**src/rtl/stack_ctrl_pkg.sv**
```systemverilog
// Shared defaults and command decode for the stack controller and its RAM.
package stack_ctrl_pkg;

  // Default geometry shared by ram_mem and stack_ctrl so the pair always agree.
  localparam int unsigned DefAddrWidth = 4;
  localparam int unsigned DefWidth     = 8;

  typedef enum logic [1:0] {
    CmdIdle    = 2'b00,
    CmdPop     = 2'b01,
    CmdPush    = 2'b10,
    CmdReplace = 2'b11
  } cmd_e;

  function automatic cmd_e cmd_decode(input logic push, input logic pop);
    return cmd_e'({push, pop});
  endfunction

endpackage

```
**src/rtl/ram_mem.sv**
```systemverilog
// Single-port RAM with registered, read-before-write output.
module ram_mem
  import stack_ctrl_pkg::*;
#(
  parameter int unsigned ADDR_WIDTH = DefAddrWidth,
  parameter int unsigned WIDTH      = DefWidth
) (
  input  logic                  CLK,
  input  logic                  CE,
  input  logic [ADDR_WIDTH-1:0] ADDR,
  input  logic [WIDTH-1:0]      DATA_IN,
  output logic [WIDTH-1:0]      DATA_OUT
);

  localparam int unsigned DEPTH = 2 ** ADDR_WIDTH;

  logic [WIDTH-1:0] mem_q [DEPTH];
  logic [WIDTH-1:0] dout_q;

  // Old contents reach the output even when the same address is written.
  always_ff @(posedge CLK) begin
    dout_q <= mem_q[ADDR];
    if (CE) mem_q[ADDR] <= DATA_IN;
  end

  assign DATA_OUT = dout_q;

endmodule

```
**src/rtl/stack_top.sv**
```systemverilog
// Integration wrapper: stack_ctrl paired with its backing ram_mem.
module stack_top
  import stack_ctrl_pkg::*;
#(
  parameter int unsigned ADDR_WIDTH = DefAddrWidth,
  parameter int unsigned WIDTH      = DefWidth
) (
  input  logic                CLK,
  input  logic                RST_N,
  input  logic                PUSH,
  input  logic                POP,
  input  logic                CLR,
  input  logic [WIDTH-1:0]    PUSH_DATA,
  output logic [WIDTH-1:0]    POP_DATA,
  output logic                POP_VALID,
  output logic [ADDR_WIDTH:0] COUNT,
  output logic                FULL,
  output logic                EMPTY,
  output logic                OVF,
  output logic                UNF
);

  logic                  mem_ce;
  logic [ADDR_WIDTH-1:0] mem_addr;
  logic [WIDTH-1:0]      mem_din, mem_dout;

  stack_ctrl #(.ADDR_WIDTH(ADDR_WIDTH), .WIDTH(WIDTH)) u_ctrl (
    .CLK(CLK), .RST_N(RST_N), .PUSH(PUSH), .POP(POP), .CLR(CLR),
    .PUSH_DATA(PUSH_DATA), .POP_DATA(POP_DATA), .POP_VALID(POP_VALID),
    .COUNT(COUNT), .FULL(FULL), .EMPTY(EMPTY), .OVF(OVF), .UNF(UNF),
    .MEM_CE(mem_ce), .MEM_ADDR(mem_addr), .MEM_DIN(mem_din), .MEM_DOUT(mem_dout)
  );

  ram_mem #(.ADDR_WIDTH(ADDR_WIDTH), .WIDTH(WIDTH)) u_ram (
    .CLK(CLK), .CE(mem_ce), .ADDR(mem_addr), .DATA_IN(mem_din), .DATA_OUT(mem_dout)
  );

endmodule

```
**src/rtl/stack_ctrl.sv**
```systemverilog
// LIFO controller driving ram_mem; pops return two cycles later on POP_DATA/POP_VALID.
module stack_ctrl
  import stack_ctrl_pkg::*;
#(
  parameter int unsigned ADDR_WIDTH = DefAddrWidth,
  parameter int unsigned WIDTH      = DefWidth
) (
  input  logic                  CLK,
  input  logic                  RST_N,
  input  logic                  PUSH,
  input  logic                  POP,
  input  logic                  CLR,
  input  logic [WIDTH-1:0]      PUSH_DATA,
  output logic [WIDTH-1:0]      POP_DATA,
  output logic                  POP_VALID,
  output logic [ADDR_WIDTH:0]   COUNT,
  output logic                  FULL,
  output logic                  EMPTY,
  output logic                  OVF,
  output logic                  UNF,
  output logic                  MEM_CE,
  output logic [ADDR_WIDTH-1:0] MEM_ADDR,
  output logic [WIDTH-1:0]      MEM_DIN,
  input  logic [WIDTH-1:0]      MEM_DOUT
);

  localparam int unsigned DEPTH = 2 ** ADDR_WIDTH;
  localparam logic [ADDR_WIDTH:0] DepthCnt = (ADDR_WIDTH + 1)'(DEPTH);

  logic [ADDR_WIDTH:0]   count_q, count_d;
  logic                  ovf_q, ovf_d;
  logic                  unf_q, unf_d;
  logic                  pend_q, pend_d;
  logic                  pop_valid_q, pop_valid_d;
  logic [WIDTH-1:0]      pop_data_q, pop_data_d;
  logic [ADDR_WIDTH-1:0] sp, sp_m1;
  cmd_e                  cmd;

  assign FULL  = (count_q == DepthCnt);
  assign EMPTY = (count_q == '0);
  // When full the low bits wrap to 0, so SP-1 still lands on DEPTH-1.
  assign sp    = count_q[ADDR_WIDTH-1:0];
  assign sp_m1 = sp - ADDR_WIDTH'(1);
  assign cmd   = cmd_decode(PUSH, POP);

  // Command decode: pointer, sticky flags, read-pending and RAM strobes.
  always_comb begin
    count_d  = count_q;
    ovf_d    = ovf_q;
    unf_d    = unf_q;
    pend_d   = 1'b0;
    MEM_CE   = 1'b0;
    MEM_ADDR = sp;
    if (CLR) begin
      count_d = '0;
      ovf_d   = 1'b0;
      unf_d   = 1'b0;
    end else begin
      unique case (cmd)
        CmdIdle: ;
        CmdPush: begin
          if (FULL) begin
            ovf_d = 1'b1;
          end else begin
            MEM_CE  = 1'b1;
            count_d = count_q + (ADDR_WIDTH + 1)'(1);
          end
        end
        CmdPop: begin
          if (EMPTY) begin
            unf_d = 1'b1;
          end else begin
            MEM_ADDR = sp_m1;
            count_d  = count_q - (ADDR_WIDTH + 1)'(1);
            pend_d   = 1'b1;
          end
        end
        CmdReplace: begin
          MEM_CE = 1'b1;
          if (EMPTY) begin
            // Nothing to pop: degrade to a plain push at address 0.
            count_d = (ADDR_WIDTH + 1)'(1);
            unf_d   = 1'b1;
          end else begin
            // Read-before-write hands back the old top while the new word replaces it.
            MEM_ADDR = sp_m1;
            pend_d   = 1'b1;
          end
        end
        default: ;
      endcase
    end
  end

  // Pop result capture; a CLR in the capture cycle drops the in-flight word.
  always_comb begin
    pop_valid_d = pend_q & ~CLR;
    pop_data_d  = pop_valid_d ? MEM_DOUT : pop_data_q;
  end

  // State registers.
  always_ff @(posedge CLK or negedge RST_N) begin
    if (!RST_N) begin
      count_q     <= '0;
      ovf_q       <= 1'b0;
      unf_q       <= 1'b0;
      pend_q      <= 1'b0;
      pop_valid_q <= 1'b0;
      pop_data_q  <= '0;
    end else begin
      count_q     <= count_d;
      ovf_q       <= ovf_d;
      unf_q       <= unf_d;
      pend_q      <= pend_d;
      pop_valid_q <= pop_valid_d;
      pop_data_q  <= pop_data_d;
    end
  end

  assign COUNT     = count_q;
  assign OVF       = ovf_q;
  assign UNF       = unf_q;
  assign POP_VALID = pop_valid_q;
  assign POP_DATA  = pop_data_q;
  assign MEM_DIN   = PUSH_DATA;

endmodule

```
**config.mk**
```make
export PLATFORM = sky130hd
export DESIGN_NAME = stack_top
export DESIGN_NICKNAME = d
export VERILOG_FILES = /design/src/rtl/stack_ctrl_pkg.sv /design/src/rtl/ram_mem.sv /design/src/rtl/stack_top.sv /design/src/rtl/stack_ctrl.sv
export SDC_FILE = /design/constraint.sdc
export NUM_CORES = 1
export LEC_CHECK = 0
export ABC_CLOCK_PERIOD_IN_PS = 5900
export BUFFER_PORTS_ARGS = -buffer_cell sky130_fd_sc_hd__buf_4
export CAP_MARGIN = 20
export CORE_ASPECT_RATIO = 0.9
export CORE_MARGIN = 2
export CORE_UTILIZATION = 30
export CTS_CLUSTER_DIAMETER = 30
export DETAILED_ROUTE_END_ITERATION = 8
export SLEW_MARGIN = 20
export SYNTH_ARGS = -nofsm -noshare
export SYNTH_HDL_FRONTEND = slang
export SYNTH_SLANG_ARGS = --single-unit
```
**constraint.sdc**
```tcl
create_clock -name CLK -period 5.9 [get_ports CLK]
set_input_delay 0.295 -clock CLK [delete_from_list [all_inputs] [get_ports CLK]]
set_output_delay 0.295 -clock CLK [all_outputs]
set_load 0.02 [all_outputs]
```
# Yosys cells after proc, flatten, opt, wreduce, memory -nomap -nowiden
# Memory sizes are Yosys's and may differ from the RTL's. A register that Yosys moved wholly into a read port is not among the register bits.
# Index checks and enable logic that the tools add are counted.
dict set report op_classes {
  addsub 3
  bitwise 2
  n_reduce_logical 10
  n_mux 22
  eq_ne 7
}
# cell n
set ops {}
lappend ops {{$mux W5} 4}
lappend ops {{$pmux W5 S3} 1}
lappend ops {{$mux W1} 13}
lappend ops {{$mux W4} 3}
lappend ops {{$ne A3 B3 Y1 const B} 3}
lappend ops {{$reduce_bool A2 Y1} 4}
lappend ops {{$add A5 B1 Y5 const B} 1}
lappend ops {{$eq A5 B5 Y1 const B} 1}
lappend ops {{$logic_not A5 Y1} 1}
lappend ops {{$sub A5 B1 Y5 const B} 1}
lappend ops {{$eq A2 B2 Y1 const B} 2}
lappend ops {{$reduce_and A2 Y1} 2}
lappend ops {{$reduce_and A4 Y1} 1}
lappend ops {{$reduce_bool A4 Y1} 1}
lappend ops {{$sub A4 B1 Y4 const B} 1}
lappend ops {{$eq A2 B1 Y1 const B} 1}
lappend ops {{$pmux W1 S2} 1}
lappend ops {{$reduce_or A2 Y1} 1}
lappend ops {{$and A1 B1 Y1} 1}
lappend ops {{$not A1 Y1} 1}
dict set report totals {
  mem_bits_rw 128
  output_inout_bits 18
  word_cells 51
  n_memories 1
  inputBits 13
  ff_bits 17
}
# name words width rd rd_ports_with_merged_regs wr line
set mem_list {}
lappend mem_list {u_ram.mem_q 16 8 1 1 1 ram_mem.sv:17} ;# logic [WIDTH-1:0] mem_q [DEPTH];

# Longest topological paths before layout
# Gate-level depths: netlist (run 1).
dict set report logic_depth {
  depth_word 6
  depth_mapped 13
  mapped_depth_nobuf 9
}

# Modules after synthesis
# Synthesis (run 1) repeated with hierarchy kept, for this count alone.
dict set report unflattened {
  hier_cells 337
  area_unflattened_um2 6170.9
}
# module area_each_um2 cells_each n_inst seq_area_each_um2
set modules_own_cells {}
lappend modules_own_cells {ram_mem 5067.4 230 1 4003.8}
lappend modules_own_cells {stack_ctrl 1103.6 107 1 425.4}

# Least setup slack after synthesis (run 1)
# No wires, ideal clock.
dict set report synth_path {
  path_type {reg-to-reg}
  from {reg u_ctrl.count_q[0], in the netlist u_ctrl.COUNT[0]}
  to {mem u_ram.mem_q[2][0] (netlist name), enable pin}
  path_slack_ns 2.049
  synth_period_minus_slack_ns 3.851
  stages_incl_launch_ff 12
  required_time_ns 5.527
  setup_ns 0.373
  arrival_ns 3.478
  n_path_buf 3
  cell_sequence {dfrtp_1 -> buf_2 -> buf_2 -> inv_1 -> clkbuf_1 -> ha_1 -> or4b_4 -> inv_2 -> o21ai_0 -> o21a_1 -> or3b_1 -> nor2b_1}
}
dict set report synth_between {
  word_cells_on_any_way 11
  cone_classes {add/sub (1); eq/ne (1); mux (8); reduce/logical (1)}
}
# element line
set synth_lines {}
lappend synth_lines {{start: declaration} stack_ctrl.sv:30} ;# logic [ADDR_WIDTH:0] count_q, count_d;
lappend synth_lines {{start signal: assignment} stack_ctrl.sv:111} ;# count_q <= count_d;
lappend synth_lines {{$logic_not A5 Y1} stack_ctrl.sv:40} ;# assign EMPTY = (count_q == '0);
lappend synth_lines {{via EMPTY} stack_top.sv:18} ;# output logic EMPTY,
lappend synth_lines {{$mux W4} {stack_ctrl.sv:70, stack_ctrl.sv:80}}
lappend synth_lines {{$mux W4} --}
lappend synth_lines {{$mux W4} stack_ctrl.sv:54} ;# if (CLR) begin
lappend synth_lines {{end: declaration} ram_mem.sv:17}
# The timed path passes the listed nets, and every way through them passes these cells.

# Worst setup path after layout (run 1)
dict set report layout_path {
  from {reg u_ctrl.count_q[0], in the netlist u_ctrl.COUNT[0]}
  to {mem u_ram.mem_q[14][2] (netlist name), enable pin}
}
dict set report layout_between {
  elab_chain_cells 6
  word_cells_on_any_way 11
  cone_classes {add/sub (1); eq/ne (1); mux (8); reduce/logical (1)}
}
# element line
set layout_rtl {}
lappend layout_rtl {{$eq A5 B5 Y1} stack_ctrl.sv:39} ;# assign FULL = (count_q == DepthCnt);
lappend layout_rtl {{$mux W1} stack_ctrl.sv:62} ;# if (FULL) begin
lappend layout_rtl {{$pmux W1 S2} stack_ctrl.sv:59} ;# unique case (cmd)
lappend layout_rtl {{$mux W1} stack_ctrl.sv:54}
lappend layout_rtl {{$mux W1} ram_mem.sv:23} ;# if (CE) mem_q[ADDR] <= DATA_IN;
lappend layout_rtl {{$mux W1 (implied by the code)} ram_mem.sv:23}
# Several ways; a longest one is shown, not always the timed one.

==> results.toml, run 1 <==
[sta]
worst-slew-pin-transition_ns = 1.03
period_needed_ns = 4.05
rsz0062_at_grt = "false"
finalSetupViolations = 0
clock.fmax_mhz = 247
slew_viol_final = 0
maxSlewHeadroom_pct = 31.6
setup_tns_ns = 0
fin_skew_ns = 0.00825
hold_violations = 0
finalCritPeriodShare_pct = 68.6

[die]
die_x_um = 170
coreArea_um2 = 24300
io_pins = 31
die_y_um = 154
fp-row-count = 54
initial_utilization_pct = 30.7
fp.dieArea_um2 = 26200

[pwr]
power_density_nw_per_um2 = 418
p_leak_uw = 0.00285
peakVddDrop_mv = 0.218

[setup_path]
cp-start-kind = "flip-flop"
crit_type = "reg2reg"
cp.required_ns = 5.95
critPathArrivalTime_ns = 4.10
critPathMaxFanout = 24
worstSetupEndpointType = "flip-flop"
r2r_slack_ns = 1.85

[route]
ant_nets = 0
dr.pass1.iters = 5
viasPerCell = 5.33
wl_per_cell_um = 21.6
vias = 4284
drt_wl_total_um = 17300
drt_iter0_drc = 423
drc = 0

[synth]
synth_area_per_cell_um2 = 16.3
syn_area_um2 = 7460
synth-seq-cells = 153
yosys.cell_types.count = 55
synth_common_cells = "edfxtp_1 (128), mux2i_1 (47), mux4_2 (45), mux2_2 (39), nor2_1 (25)"
synth_edf_count = 128
yosysSeqAreaShare_pct = 59.3
ys_warn_count = 0
synth_nets = 477
synth_top_area_cell = "edfxtp_1"
netlist_top_cells_area = "edfxtp_1 (52%), mux4_2 (14%), mux2i_1 (6.3%)"
yosysMostFrequentCell = "edfxtp_1"
synth_top_area_share_pct = 51.5
async_reset_ff_share_pct = 11.1
syn_inst = 458
synth_flop_cell = "edfxtp_1"

[clock_network]
clk_pin_slew_ns = 0.06
post_cts_buffers = 0
root_buffer = "clkbuf_16"
clock_latency_ns = 0.43
post_cts_resized = 0
clockBufferDepth = 2
htree_levels = 4
cts_inserted_buffers = 17
cts_sinks = 153
cts_hold_buf = 1
cts_tree = "done"

[place]
portBuffers = 30
place.gp.congestion = 0.837
dp_hpwl_um = 10900

[cells_and_area]
fill_cells = 2301
fin_nets = 501
antenna_cells = 0
final_core_util_pct = 35.2
drive_gt1_share_pct = 31.9
syn2layout_area_growth_pct = 14.8

[global_route]
grt_pass1_wl_um = 26800
grt_max_degree = 54
met1_usage_pct = 19.6
antenna_found_initial = 0
gr-total-overflow = 0
grt_use_met2_pct = 20.5
grtUsageMet3_pct = 3.91
grt.total_usage_pct = 13.8
busiest_layer = "met2"
grt_pass1_vias = 4400

[outcome]
status = "finished, final reports clean"

[worst_hold_path]
hold_class = "in2reg"

[flow_run]
maxCapViolations = 0
metrics by stage:
stage | power [uW] | std cells | worst slack [ns] | cell area, um2 | hold slack (ns)
after floorplan | 2150 | 458 | 2.05 | 7460 | -0.000591
after global placement | 2450 | 770 | 1.96 | 7960 | 0.168
after detailed placement | 2480 | 770 | 1.89 | 7960 | 0.173
after CTS | 3610 | 803 | 1.86 | 8570 | 0.120
after global routing | 3750 | 803 | 1.63 | 8570 | 0.137
final | 3580 | 803 | 1.85 | 8570 | 0.151
cells in the final DEF, fill, tap and decap left out, types with 3 or more instances in the layout:
master	netlist	routed
a211oi_1	3	3
ha_1	5	4
dfrtp_1	17	15
dfxtp_1	8	8
mux2_2	39	39
buf_4	0	34
a22oi_1	6	6
nor2b_1	8	8
nor2_1	25	25
inv_1	6	6
o211ai_1	3	3
clkbuf_16	0	17
a211o_1	3	3
nand3b_1	4	4
o221ai_1	6	6
a21o_1	3	3
nor3_1	3	3
o21ai_0	5	5
clkinv_4	0	5
nand2_1	10	10
nand3_1	7	7
bufinv_16	0	3
mux2i_1	47	47
edfxtp_1	128	128
mux4_2	45	45
a21oi_1	11	11
cell type report:
| class | instances | area [um2] | share of cell area, % |
|---|---|---|---|
| timing repair buffer | 35 | 265 | 3.10 |
| clock buffer | 18 | 429 | 5.01 |
| multi-input combinational | 267 | 2850 | 33.2 |
| tap | 308 | 385 | 4.50 |
| sequential | 153 | 4430 | 51.7 |
| clock inverter | 14 | 174 | 2.03 |
| inverter | 8 | 35.0 | 0.409 |
flip-flops by register name, indices dropped and copies added (netlist names):
name              count
u_ctrl.COUNT          5
u_ctrl.OVF            1
u_ctrl.POP_DATA       8
u_ctrl.POP_VALID      1
u_ctrl.UNF            1
u_ctrl.pend_q         1
u_ram.DATA_OUT        8
u_ram.mem_q         128
layer usage:
metal	wire (um)	share of wire, %	vias to the layer above
met5	0	0	-
met4	329	1.9	0
met3	1000	5.8	21
met2	7880	46	130
met1	8090	47	2226
li1	-	-	1907
report_power, final:
| part | internal, uW | switching (uW) | leakage, uW | total [uW] |
|---|---|---|---|---|
| Clock | 669 | 454 | 0.000291 | 1120 |
| Sequential | 1270 | 49.8 | 0.00144 | 1320 |
| Combinational | 517 | 616 | 0.00112 | 1130 |
cells by family (layout without fill, tap and decap cells):
logic type	Yosys count	in the layout	share of synthesized area, %
compound gates	49	49	4.61
xor+xnor	2	2	0.235
fa+ha+maj	6	6	1.11
buf+inv	38	75	2.51
flops	153	153	59.3
mux	133	133	26.3
simple gates	77	77	5.88
final timing paths:
check                                                  to  depth (start not counted)                         from
hold reg to reg            u_ctrl.POP_DATA[2]$_DFFE_PN0P_                          1    u_ram.DATA_OUT[2]$_DFF_P_
setup / recovery             u_ram.mem_q[14][2]$_DFFE_PP_                          8  u_ctrl.COUNT[0]$_DFFE_PN0P_
max in group asynchronous     u_ctrl.COUNT[0]$_DFFE_PN0P_                          2                        RST_N
hold / removal                u_ctrl.COUNT[1]$_DFFE_PN0P_                          2                          CLR
min in group asynchronous          u_ctrl.OVF$_DFFE_PN0P_                          2                        RST_N
setup reg to reg             u_ram.mem_q[14][2]$_DFFE_PP_                          8  u_ctrl.COUNT[0]$_DFFE_PN0P_
critical path: stages, from the launching register on:
cell and delay (ns):
dfrtp_2 0.40, inv_1 0.74, ha_2 0.39, or4b_4 0.53
inv_2 0.14, o21ai_0 0.14, o21a_1 0.21, or3b_1 0.50
nor2_1 0.63
No activity file was read; power rests on OpenSTA's default activity.
==> inputs of run 2 (changes only) <==
ABC_CLOCK_PERIOD_IN_PS = 3600   (was 5900)
clock period = 3.6 ns   (was 5.9 ns; I/O delays follow)
==> run 2 against run 1 <==
- setup slack lost 1.4 ns
- maximum frequency grew 29%
- highest routed layer unchanged
- count of clock-buffer cells in the layout shrank 1
- sequential power grew 64%
- largest cell class unchanged
- critical endpoint is now u_ram.mem_q[10][0]$_DFFE_PP_
==> results.toml, run 2 (synthesis results as in run 1) <==
[sta]
slew_viol_final = 0
fin_skew_ns = 0.00443
rsz0062_at_grt = "false"
finalCritPeriodShare_pct = 87.2
period_needed_ns = 3.14
worst-slew-pin-transition_ns = 0.928
setup_tns_ns = 0
maxSlewHeadroom_pct = 38.1
clock.fmax_mhz = 319
hold_violations = 0
finalSetupViolations = 0

[cells_and_area]
largest_register_ffs = 128
seqCellArea_um2 = 4430
final_common_cell = "edfxtp_1"
top_register = "u_ram.mem_q"
multi_input_area_um2 = 2860
drive_gt1_share_pct = 35.1
fin_nets = 516
fill_cells = 2272
mostFrequentLayoutCells = "edfxtp_1 (128), buf_4 (49), mux2i_1 (47), mux4_2 (45), mux2_2 (39)"
antenna_cells = 0
syn2layout_area_growth_pct = 17.4

[clock_network]
cts_tree = "done"
cts_sinks = 153
htree_levels = 4
root_buffer = "clkbuf_16"
clockBufferDepth = 2
post_cts_buffers = 0
cts_inserted_buffers = 17
clock_latency_ns = 0.42
clk_pin_slew_ns = 0.06

[pwr]
finalPower_uw = 6100
p_leak_uw = 0.00296
power_density_nw_per_um2 = 696
peakVddDrop_mv = 0.341

[route]
wl_per_cell_um = 21.6
ant_nets = 0
viasPerCell = 5.45
drt_iter0_drc = 561
drt_wl_total_um = 17700
dr.pass1.iters = 7
vias = 4458
drc = 0

[global_route]
grt_pass1_wl_um = 27700
grt.total_usage_pct = 14.1
gr-total-overflow = 0
antenna_found_initial = 0
grt_pass1_vias = 4515
grt_max_degree = 55

[flow_run]
maxCapViolations = 0

[die]
die_x_um = 170
initial_utilization_pct = 30.7
fp.dieArea_um2 = 26200
fp-row-count = 54
die_y_um = 154
io_pins = 31
coreArea_um2 = 24300

[setup_path]
critPathArrivalTime_ns = 3.21
crit_type = "reg2reg"
worstSetupEndpointType = "flip-flop"
critPathMaxFanout = 8
cp-start-kind = "flip-flop"
cp.required_ns = 3.67

[place]
place.gp.congestion = 0.824
portBuffers = 30
dp_hpwl_um = 11300

[worst_hold_path]
hold_class = "in2reg"

[outcome]
status = "finished, final reports clean"
==> run 2: what timing repair did <==
item,in CTS,in global routing
endpoints found under the hold margin,17,0
hold buffers,1,0
gates resized for setup,0,0
setup endpoints to repair,0,0
==> run 2: final timing paths <==
path                            slack, ns                        endpoint  depth (start not counted)                   startpoint
max in group asynchronous            3.23     u_ctrl.COUNT[1]$_DFFE_PN0P_                          2                        RST_N
min in group asynchronous            0.16     u_ctrl.COUNT[2]$_DFFE_PN0P_                          2                        RST_N
worst max register to register       0.46    u_ram.mem_q[10][0]$_DFFE_PP_                          8  u_ctrl.COUNT[1]$_DFFE_PN0P_
worst min register to register       0.46  u_ctrl.POP_DATA[3]$_DFFE_PN0P_                          1    u_ram.DATA_OUT[3]$_DFF_P_
worst min-delay path                 0.05     u_ctrl.COUNT[1]$_DFFE_PN0P_                          2                          CLR
worst max-delay path                 0.46    u_ram.mem_q[10][0]$_DFFE_PP_                          8  u_ctrl.COUNT[1]$_DFFE_PN0P_
==> run 2: area by class of cell <==
type,instances,share of cell area [%]
clock buffer,17,4.86
clock inverter,15,2.81
timing repair buffer,50,4.31
tap,308,4.40
multi-input combinational,267,32.6
sequential,153,50.6
inverter,8,0.400
==> run 2: per-stage QoR <==
step	worst slack, ns	hold WS [ns]	area, um2	cells	util (%)
after global routing	0.314	0.0353	8760	818	36.0
after floorplan	0.0590	-0.116	7470	458	-
final	0.462	0.0465	8760	818	36.0
after detailed placement	0.498	0.0613	8080	785	33.2
after CTS	0.467	0.0202	8760	818	36.0
after global placement	0.580	0.0543	8080	785	33.2
==> run 2: critical path: stages, from the launching register on <==
cell and delay [ns]:
dfrtp_2 0.40, inv_1 0.16, ha_2 0.26, or4b_4 0.53, inv_2 0.15, o21ai_0 0.13
o21a_1 0.20, or3b_1 0.54, nor2_2 0.41
==> run 2: where the power goes <==
group | switching [uW] | total [uW] | internal, uW
registers | 70.5 | 2160 | 2090
clock network | 734 | 2040 | 1300
logic | 1040 | 1900 | 864
total | 1840 | 6100 | 4250
==> run 2: metal layers <==
metal	GRT usage (%)	vias up	routed length (um)	share of wire [%]
met1	19.8	2344	8230	47
met3	4.17	10	1050	5.9
met4	3.42	0	163	0.92
met2	21.5	175	8230	47
met5	0	-	0	0
li1	-	1929	-	-
==> inputs of run 3 (changes only) <==
PLACE_DENSITY_LB_ADDON = 0.12   (was not set)
==> run 3 against run 2 <==
- maximum frequency increased by 1.1%
- count of clock-buffer cells in the layout did not move
- flip-flop and latch count stayed put
- register-to-register slack better by 0.03 ns
- sequential share of layout area decreased by 0.13 points
- combinational power increased by 2%
- sequential power hardly changed
- global-route usage increased by 1.1 points
- first-iteration DRC count fell by 50%
- core utilization up 0.093 points
- setup slack improved by 0.034 ns
- critical path type unchanged
- highest routed layer unchanged
==> results.toml, run 3 (synthesis results as in run 1) <==
[global_route]
grt_pass1_wl_um = 28800
antenna_found_initial = 0
grt_pass1_vias = 4422
gr-total-overflow = 0
grt_max_degree = 31
grt.total_usage_pct = 15.2

[die]
io_pins = 31
die_y_um = 154
initial_utilization_pct = 30.7
coreArea_um2 = 24300
die_x_um = 170
fp-row-count = 54
fp.dieArea_um2 = 26200

[sta]
finalCritPeriodShare_pct = 86.2
maxSlewHeadroom_pct = 38.4
worst-slew-pin-transition_ns = 0.920
rsz0062_at_grt = "false"
finalSetupViolations = 0
clock.fmax_mhz = 322
hold_violations = 0
slew_viol_final = 0
period_needed_ns = 3.10
setup_ws_ns = 0.495
fin_skew_ns = 0.00881
setup_tns_ns = 0

[pwr]
power_density_nw_per_um2 = 692
peakVddDrop_mv = 0.295
p_leak_uw = 0.00297
finalPower_uw = 6070

[clock_network]
cts_hold_buf = 1
root_buffer = "clkbuf_16"
htree_levels = 4
clock_latency_ns = 0.42
clk_pin_slew_ns = 0.06
clockBufferDepth = 2
cts_inserted_buffers = 17
post_cts_buffers = 0
cts_sinks = 153
cts_tree = "done"
post_cts_resized = 0

[setup_path]
crit_type = "reg2reg"
worstSetupEndpointType = "flip-flop"
critPathMaxFanout = 8
critPathArrivalTime_ns = 3.16
cp-start-kind = "flip-flop"
cp.required_ns = 3.65

[cells_and_area]
final_common_cell = "edfxtp_1"
fin_nets = 522
drive_gt1_share_pct = 35.9
fill_cells = 2312
final_core_util_pct = 36.1
largest_register_ffs = 128
syn2layout_area_growth_pct = 17.7
top_register = "u_ram.mem_q"
final_cells = 824
antenna_cells = 0
mostFrequentLayoutCells = "edfxtp_1 (128), buf_4 (55), mux2i_1 (47), mux4_2 (45), mux2_2 (39)"

[route]
drt_wl_total_um = 19100
wl_per_cell_um = 23.2
drt_iter0_drc = 278
viasPerCell = 5.30
ant_nets = 0
vias = 4366
dr.pass1.iters = 4
drc = 0

[outcome]
status = "finished, final reports clean"

[flow_run]
maxCapViolations = 0

[place]
portBuffers = 30
post-place-ws_ns = 0.513
dp_cells = 791
dp_hpwl_um = 12300
place.gp.congestion = 0.756

[worst_hold_path]
hold_class = "in2reg"
==> run 3: worst paths after layout <==
kind | start | end | slack [ns] | cells past startpoint
worst max-delay path | u_ctrl.COUNT[0]$_DFFE_PN0P_ | u_ram.mem_q[2][0]$_DFFE_PP_ | 0.50 | 8
worst min-delay path | CLR | u_ctrl.COUNT[4]$_DFFE_PN0P_ | 0.04 | 2
worst max register to register | u_ctrl.COUNT[0]$_DFFE_PN0P_ | u_ram.mem_q[2][0]$_DFFE_PP_ | 0.50 | 8
worst min register to register | u_ram.DATA_OUT[2]$_DFF_P_ | u_ctrl.POP_DATA[2]$_DFFE_PN0P_ | 0.46 | 1
min in group asynchronous | RST_N | u_ctrl.COUNT[2]$_DFFE_PN0P_ | 0.16 | 2
max in group asynchronous | RST_N | u_ctrl.COUNT[1]$_DFFE_PN0P_ | 3.23 | 2
==> run 3: cell type report <==
class	instances	area, um2	share of cell area (%)
flip-flops and latches	153	4430	50.5
multi-input cells	267	2860	32.5
clock buffers	17	425	4.84
repair buffers	56	423	4.81
well taps	308	385	4.39
clock inverters	15	224	2.55
inverters	8	35.0	0.399
==> run 3: critical path: stages, from the launching register on <==
cell	delay (ns)
dfrtp_2	0.40
inv_1	0.10
ha_2	0.22
or4b_4	0.53
inv_2	0.14
o21ai_0	0.13
o21a_1	0.17
or3b_1	0.51
nor2b_2	0.52
==> run 3: power by group <==
part	switching (uW)	total (uW)	internal [uW]	leakage (uW)
logic	1060	1940	883	0.00122
clock network	747	1980	1230	0.000309
registers	68.6	2150	2090	0.00144
==> run 3: metal layers <==
metal	part of all wire (%)	vias to the layer above	global-route usage [%]
li1	-	1940	-
met1	50	2311	22.2
met2	46	102	23.1
met3	3.6	13	2.93
met4	1.2	0	4.35
met5	0	-	0
==> run 3: stage by stage <==
| step | hold WS (ns) | instance area, um2 |
|---|---|---|
| 2_1_floorplan | -0.116 | 7470 |
| 3_3_place_gp | 0.0554 | 8120 |
| 3_5_place_dp | 0.0607 | 8120 |
| 4_1_cts | 0.0247 | 8780 |
| 5_1_grt | 0.0371 | 8780 |
| 6_report | 0.0433 | 8780 |
